==> config.mk <==
export PLATFORM = sky130hd
export DESIGN_NAME = cpu_sequencer
export DESIGN_NICKNAME = d
export VERILOG_FILES = /design/src/rtl/cpu_pkg.sv /design/src/rtl/cpu_sequencer_wait_counter.sv /design/src/rtl/cpu_sequencer.sv
export SDC_FILE = /design/constraint.sdc
export NUM_CORES = 1
export LEC_CHECK = 0
export ABC_AREA = 1
export BUFFER_PORTS_ARGS = -buffer_cell sky130_fd_sc_hd__buf_2
export CORE_UTILIZATION = 47
export DETAILED_ROUTE_END_ITERATION = 10
export PLACE_DENSITY = 0.78
export SYNTH_ARGS = -nofsm -noshare
export SYNTH_HDL_FRONTEND = slang
export SYNTH_HIERARCHICAL = 1
export SYNTH_SLANG_ARGS = --single-unit
==> constraint.sdc <==
create_clock -name clk -period 2 [get_ports clk]
set_clock_uncertainty 0.2 [all_clocks]
set_input_delay 0.4 -clock clk [delete_from_list [all_inputs] [get_ports clk]]
set_output_delay 0.4 -clock clk [all_outputs]
set_load 0.02 [all_outputs]
==> src/rtl/cpu_pkg.sv <==
// cpu_pkg: shared types and constants for the 16-bit CPU control path.
//   state_e : sequencer state encoding (3 bits, also exported for debug)
//   OP_*    : opcode field values (instruction[15:12])
//   is_alu  : true for the opcodes that go through the ALU and write back
package cpu_pkg;

  typedef enum logic [2:0] {
    ST_IDLE      = 3'd0,
    ST_FETCH     = 3'd1,
    ST_DECODE    = 3'd2,
    ST_EXECUTE   = 3'd3,
    ST_MEM       = 3'd4,
    ST_WRITEBACK = 3'd5,
    ST_HALTED    = 3'd6
  } state_e;

  localparam logic [3:0] OP_NOP    = 4'h0;
  localparam logic [3:0] OP_LOAD   = 4'h1;
  localparam logic [3:0] OP_JUMP   = 4'h2;
  localparam logic [3:0] OP_BRANCH = 4'h3;
  localparam logic [3:0] OP_ALU_A  = 4'h4;
  localparam logic [3:0] OP_ALU_B  = 4'h8;
  localparam logic [3:0] OP_HALT   = 4'hF;

  function automatic logic is_alu(input logic [3:0] op);
    return (op == OP_ALU_A) || (op == OP_ALU_B);
  endfunction

endpackage

==> src/rtl/cpu_sequencer_wait_counter.sv <==
// wait_counter: 4-bit RAM wait-state counter shared by FETCH and MEM.
//   clk, rst : clock, asynchronous active-high reset
//   clear    : reload the count to 0 (state entry)
//   en       : advance while the access is in progress
//   limit    : number of extra wait cycles (MEM_WAIT)
//   done     : final cycle of the access (count has reached limit)
// The count holds elapsed wait cycles, so an access lasts limit+1 cycles
// and the register reads 0 at the start of every access.
module wait_counter (
  input  logic       clk,
  input  logic       rst,
  input  logic       clear,
  input  logic       en,
  input  logic [3:0] limit,
  output logic       done
);

  logic [3:0] cnt_q, cnt_d;

  assign done = (cnt_q == limit);

  always_comb begin
    cnt_d = cnt_q;
    if (clear)             cnt_d = '0;
    else if (en && !done)  cnt_d = cnt_q + 4'd1;
  end

  always_ff @(posedge clk or posedge rst) begin
    if (rst) cnt_q <= '0;
    else     cnt_q <= cnt_d;
  end

endmodule

==> src/rtl/cpu_sequencer.sv <==
// cpu_sequencer: multi-cycle fetch/decode/execute controller.
//   clk, reset    : clock, asynchronous active-high reset
//   run, halt_req : start/resume level, stop-at-boundary level
//   instruction   : RAM instruction data (opcode in [15:12])
//   branch_taken  : ALU branch condition, used in EXECUTE
//   ir_load, pc_inc, pc_load, ram_read, reg_read, reg_write, alu_en : enables
//   busy, halted, state : status / debug
//   retired       : retired-instruction count (wraps)
// Every output is decoded from registered state (plus branch_taken), so
// reset forces all enables low immediately without waiting for an edge.
module cpu_sequencer
  import cpu_pkg::*;
#(
  parameter int MEM_WAIT = 0
) (
  input  logic        clk,
  input  logic        reset,
  input  logic        run,
  input  logic        halt_req,
  input  logic [15:0] instruction,
  input  logic        branch_taken,
  output logic        ir_load,
  output logic        pc_inc,
  output logic        pc_load,
  output logic        ram_read,
  output logic        reg_read,
  output logic        reg_write,
  output logic        alu_en,
  output logic        busy,
  output logic        halted,
  output logic [2:0]  state,
  output logic [15:0] retired
);

  localparam logic [3:0] WAIT_LIMIT = 4'(MEM_WAIT);

  state_e      state_q, state_d;
  logic [3:0]  opcode_q, opcode_d;
  logic [15:0] retired_q, retired_d;
  logic        retire;
  logic        wc_done;
  logic        unused_instr_bits;

  assign unused_instr_bits = ^instruction[11:0];

  // Clearing on every state change guarantees a fresh count on entry to
  // FETCH and MEM, including back-to-back FETCHes after a retire.
  wait_counter u_wait (
    .clk   (clk),
    .rst   (reset),
    .clear (state_d != state_q),
    .en    ((state_q == ST_FETCH) || (state_q == ST_MEM)),
    .limit (WAIT_LIMIT),
    .done  (wc_done)
  );

  always_comb begin
    state_d   = state_q;
    opcode_d  = opcode_q;
    retired_d = retired_q;
    retire    = 1'b0;
    ir_load   = 1'b0;
    pc_inc    = 1'b0;
    pc_load   = 1'b0;
    ram_read  = 1'b0;
    reg_read  = 1'b0;
    reg_write = 1'b0;
    alu_en    = 1'b0;

    case (state_q)
      ST_IDLE: if (run) state_d = ST_FETCH;

      ST_FETCH: if (wc_done) begin
        ir_load  = 1'b1;
        opcode_d = instruction[15:12];
        state_d  = ST_DECODE;
      end

      ST_DECODE: begin
        reg_read = 1'b1;
        state_d  = ST_EXECUTE;
      end

      ST_EXECUTE: begin
        alu_en   = 1'b1;
        reg_read = 1'b1;
        if (is_alu(opcode_q))           state_d = ST_WRITEBACK;
        else if (opcode_q == OP_LOAD)   state_d = ST_MEM;
        else begin
          retire = 1'b1;
          case (opcode_q)
            OP_JUMP:   pc_load = 1'b1;
            OP_BRANCH: begin
              pc_load = branch_taken;
              pc_inc  = !branch_taken;
            end
            OP_HALT:   ;  // PC stays on the HALT instruction
            default:   pc_inc = 1'b1;
          endcase
        end
      end

      ST_MEM: begin
        ram_read = 1'b1;
        if (wc_done) state_d = ST_WRITEBACK;
      end

      ST_WRITEBACK: begin
        reg_write = 1'b1;
        pc_inc    = 1'b1;
        retire    = 1'b1;
      end

      ST_HALTED: if (run && !halt_req) state_d = ST_FETCH;

      default: state_d = ST_IDLE;
    endcase

    // halt_req only matters at an instruction boundary.
    if (retire) begin
      retired_d = retired_q + 16'd1;
      state_d   = (halt_req || (opcode_q == OP_HALT)) ? ST_HALTED : ST_FETCH;
    end
  end

  always_ff @(posedge clk or posedge reset) begin
    if (reset) begin
      state_q   <= ST_IDLE;
      opcode_q  <= OP_NOP;
      retired_q <= '0;
    end else begin
      state_q   <= state_d;
      opcode_q  <= opcode_d;
      retired_q <= retired_d;
    end
  end

  assign busy    = (state_q != ST_IDLE) && (state_q != ST_HALTED);
  assign halted  = (state_q == ST_HALTED);
  assign state   = state_q;
  assign retired = retired_q;

endmodule

==> impl_metrics.env <==
export IMPL_start_util_pct=50.60
export IMPL_dieHeight_um=62.88
export IMPL_initial_antenna_violation_count=0
export IMPL_layout_drive_gt1_share_pct=35.59
export IMPL_ioPinCount=49
export IMPL_fp_coreArea_sq_mm=0.003442
export IMPL_post_synth_top_area_cell="sky130_fd_sc_hd__dfrtp_1"
export IMPL_clkSinkCount=27
export IMPL_port_buffer_count=36
export IMPL_grt_setup_unrepaired="yes"
export IMPL_route_met3_wl_um=150
export IMPL_finalCritPeriodShare_pct=97.43
export IMPL_dp_cells=323
export IMPL_grt_first_pass_wirelength_um=6348
export IMPL_worstSetupPathType="flop to primary output"
export IMPL_synth_async_reset_ratio_pct=100.0
export IMPL_power_per_cell_area_mw_per_mm2=1196
export IMPL_drtPass1Iterations=4
export IMPL_synthesis_area_sq_mm=0.001742
export IMPL_area_growth_pct=30.82
export IMPL_grt_max_degree=24
export IMPL_synth_yosys_warnings=6
export IMPL_drt_initial_drc_count=93
export IMPL_die_area_sq_mm=0.003953
export IMPL_post_dp_hpwl_um=2616
export IMPL_number_of_global_route_vias_before_repair=1491
export IMPL_insertion_delay_of_the_later_clocked_pin_in_the_worst_skew_pair_ns=0.28
export IMPL_postLayoutCellArea_sq_mm=0.002278
export IMPL_grt_overflow_total=0
export IMPL_gp_routability_congestion=0.8265
export IMPL_timing_critical_path_to_type="primary output"
export IMPL_cts_buffers=3
export IMPL_fp_dieW_um=62.88
export IMPL_final_setup_violation_count=0
export IMPL_hp_class="input port to flop"
export IMPL_synth_sequential_area_ratio_pct=38.79
export IMPL_placement_rows=21
export IMPL_post_layout_total_power_mw=2.724
export IMPL_period_minus_slack_ns=1.949
export IMPL_worstPathMaxFanout=4
export IMPL_power_ir_vdd_worst_v=0.0008437
export IMPL_post_drt_wl_per_cell_um=10.74
export IMPL_top_layer_used="met4"
export IMPL_postSynthCellCount=228
export IMPL_synth_top_cell_area_share_pct=38.79
export IMPL_fmax_ghz=0.5132
export IMPL_post_synth_most_frequent_cells="57 x sky130_fd_sc_hd__nand2_1, 34 x sky130_fd_sc_hd__inv_1, 27 x sky130_fd_sc_hd__dfrtp_1, 20 x sky130_fd_sc_hd__nand3_1, 15 x sky130_fd_sc_hd__nor2_1"
export IMPL_summed_negative_setup_slack_over_all_endpoints_ns=0
export IMPL_clkSlewWorstSetupHoldPaths_ns=0.10
export IMPL_worstSetupStartpointType="flop"
export IMPL_yosys_cell_types_count=27
export IMPL_synthesis_stage_register_bit_count=27
export IMPL_req_time_crit_path_ns=1.40
export IMPL_layout_cells_non_filler=341
export IMPL_crit_arrival_ns=1.35
export IMPL_cts_root_buffer_cell="sky130_fd_sc_hd__clkbuf_8"
export IMPL_final_net_count=319
export IMPL_finalWirelength_um=3661
export IMPL_avgSynthCellArea_sq_um=7.639
export IMPL_maxCapViolations=0
export IMPL_synth_main_ff_cell="sky130_fd_sc_hd__dfrtp_1"
export IMPL_final_hold_violation_count=0
export IMPL_placement_cell_area_sq_mm=0.002058
export IMPL_max_slew_violation_total_from_the_final_report=0
export IMPL_vias_per_cell=4.856
export IMPL_drc=0
export IMPL_yosys_cell_count_top_type="sky130_fd_sc_hd__nand2_1"
export IMPL_tritoncts="yes"
export IMPL_final_antenna_net_count=0
export IMPL_wl_met1_um=1634
export IMPL_clk_path_buf_depth=2
export IMPL_grt_total_usage_pct=19.95
export IMPL_outcome="complete, no violations"
export IMPL_antenna_cells_inserted=0
export IMPL_p_leak_nw=1.244
export IMPL_edff_count_synth=0
export IMPL_top_cells_by_area_synth="sky130_fd_sc_hd__dfrtp_1 39%, sky130_fd_sc_hd__nand2_1 12%, sky130_fd_sc_hd__inv_1 7.3%"
export IMPL_dr_wl_met2_um=1832
export IMPL_route_vias_total=1656
export IMPL_htreeDepth=1
==> cell usage in the layout, fill, tap and decap left out <==
| cell type | n |
|---|---|
| sky130_fd_sc_hd__nand2_1 | 55 |
| sky130_fd_sc_hd__buf_2 | 33 |
| sky130_fd_sc_hd__inv_1 | 30 |
| sky130_fd_sc_hd__dfrtp_1 | 24 |
| sky130_fd_sc_hd__buf_4 | 22 |
| sky130_fd_sc_hd__nand3_1 | 16 |
| sky130_fd_sc_hd__nor2_1 | 13 |
| sky130_fd_sc_hd__nand4_1 | 12 |
| sky130_fd_sc_hd__xor2_1 | 11 |
| sky130_fd_sc_hd__inv_2 | 8 |
| sky130_fd_sc_hd__conb_1 | 8 |
| sky130_fd_sc_hd__nor2_2 | 7 |
| sky130_fd_sc_hd__nand2_2 | 6 |
| sky130_fd_sc_hd__o21ai_0 | 6 |
| sky130_fd_sc_hd__nand3_2 | 4 |
| sky130_fd_sc_hd__xnor2_1 | 4 |
| sky130_fd_sc_hd__o211ai_1 | 3 |
| sky130_fd_sc_hd__nor3_1 | 3 |
| sky130_fd_sc_hd__nand2_4 | 3 |
| sky130_fd_sc_hd__clkbuf_8 | 3 |
| sky130_fd_sc_hd__dfrtp_2 | 3 |
| sky130_fd_sc_hd__nor2_4 | 2 |
| sky130_fd_sc_hd__nand3_4 | 2 |
| sky130_fd_sc_hd__inv_4 | 2 |
| sky130_fd_sc_hd__a21oi_1 | 2 |
| sky130_fd_sc_hd__nor3_2 | 2 |
| sky130_fd_sc_hd__ha_1 | 2 |
| sky130_fd_sc_hd__buf_6 | 2 |
| sky130_fd_sc_hd__nor2_8 | 1 |
| sky130_fd_sc_hd__nand2_8 | 1 |
| sky130_fd_sc_hd__mux2_2 | 1 |
| sky130_fd_sc_hd__o21ai_2 | 1 |
| sky130_fd_sc_hd__or2_2 | 1 |
| sky130_fd_sc_hd__inv_6 | 1 |
| sky130_fd_sc_hd__dlygate4sd3_1 | 1 |
==> metal layers <==
metal | vias to the layer above | track usage, %
li1 | 848 | -
met1 | 764 | 25.78
met2 | 39 | 33.60
met3 | 5 | 3.467
met4 | 0 | 6.105
met5 | - | 0
==> per-stage QoR <==
stage / util [%] / hold slack, ns / setup WS [ns]
2_1_floorplan: - / -0.03392 / 0.005131
3_3_place_gp: 59.80 / 0.1110 / 0.1345
3_5_place_dp: 59.80 / 0.1137 / 0.1234
4_1_cts: 63.32 / 0.09819 / 0.007738
5_1_grt: 66.19 / 0.1124 / -0.09634
6_report: 66.19 / 0.1001 / 0.05138
==> cell type report <==
cell class                      instances  area, sq um
Clock buffer                            3        41.29
Clock inverter                          1        8.758
Fill cell                             304         1164
Inverter                               40        155.1
Multi-Input combinational cell        166        973.4
Sequential cell                        27        679.4
Tap cell                               46        57.56
Timing Repair Buffer                   58        362.8
==> state kept, by name, indices dropped and copies added, names as in the netlist <==
signal,count
state,3
retired,16
opcode_q,4
u_wait/cnt_q,4
==> cells by family (layout without fill, tap and decap cells) <==
logic type / Yosys count / after routing / synth area share, %
AO/OA/AOI/OAI: 12 / 12 / 3.879
XOR/XNOR: 15 / 15 / 7.543
adder cells (fa/ha/maj): 2 / 2 / 1.437
buffers and inverters: 42 / 102 / 9.913
flip-flops: 27 / 27 / 38.79
multiplexers: 1 / 1 / 0.6465
other: 1 / 8 / 0.2153
AND/OR/NAND/NOR: 128 / 128 / 37.57
==> path summary, 6_finish.rpt <==
check	slack, ns	to	depth (start not counted)	from
setup / recovery	0.05	pc_inc	5	opcode_q[3]
hold / removal	0.10	opcode_q[1]	3	instruction[13]
setup reg to reg	0.06	u_wait/cnt_q[0]	14	opcode_q[1]
hold reg to reg	0.27	retired[15]	1	retired[15]
max in group asynchronous	0.85	state[1]	4	reset
min in group asynchronous	0.35	u_wait/cnt_q[2]	3	reset
==> power breakdown <==
| group | internal [mW] | switching (mW) |
|---|---|---|
| clock | 0.147 | 0.190 |
| combinational | 0.598 | 0.964 |
| sequential | 0.678 | 0.149 |
| total | 1.42 | 1.30 |
==> critical path: stages (launching register included) <==
cell	delay (ns)
sky130_fd_sc_hd__dfrtp_1	0.43
sky130_fd_sc_hd__nor2_1	0.20
sky130_fd_sc_hd__o211ai_1	0.14
sky130_fd_sc_hd__nand2_1	0.10
sky130_fd_sc_hd__o21ai_2	0.06
sky130_fd_sc_hd__buf_6	0.13
==> timing repair <==
action | 4_1_cts | 5_1_grt
hold buffers | 1 | 0
pin swaps | 2 | 19
cloned | 0 | 0
setup buffers | 6 | 7
endpoints found under the hold margin | 27 | 0
setup endpoints to repair | 2 | 8
resized for setup | 6 | 15
(Power assumes the default switching activity.)
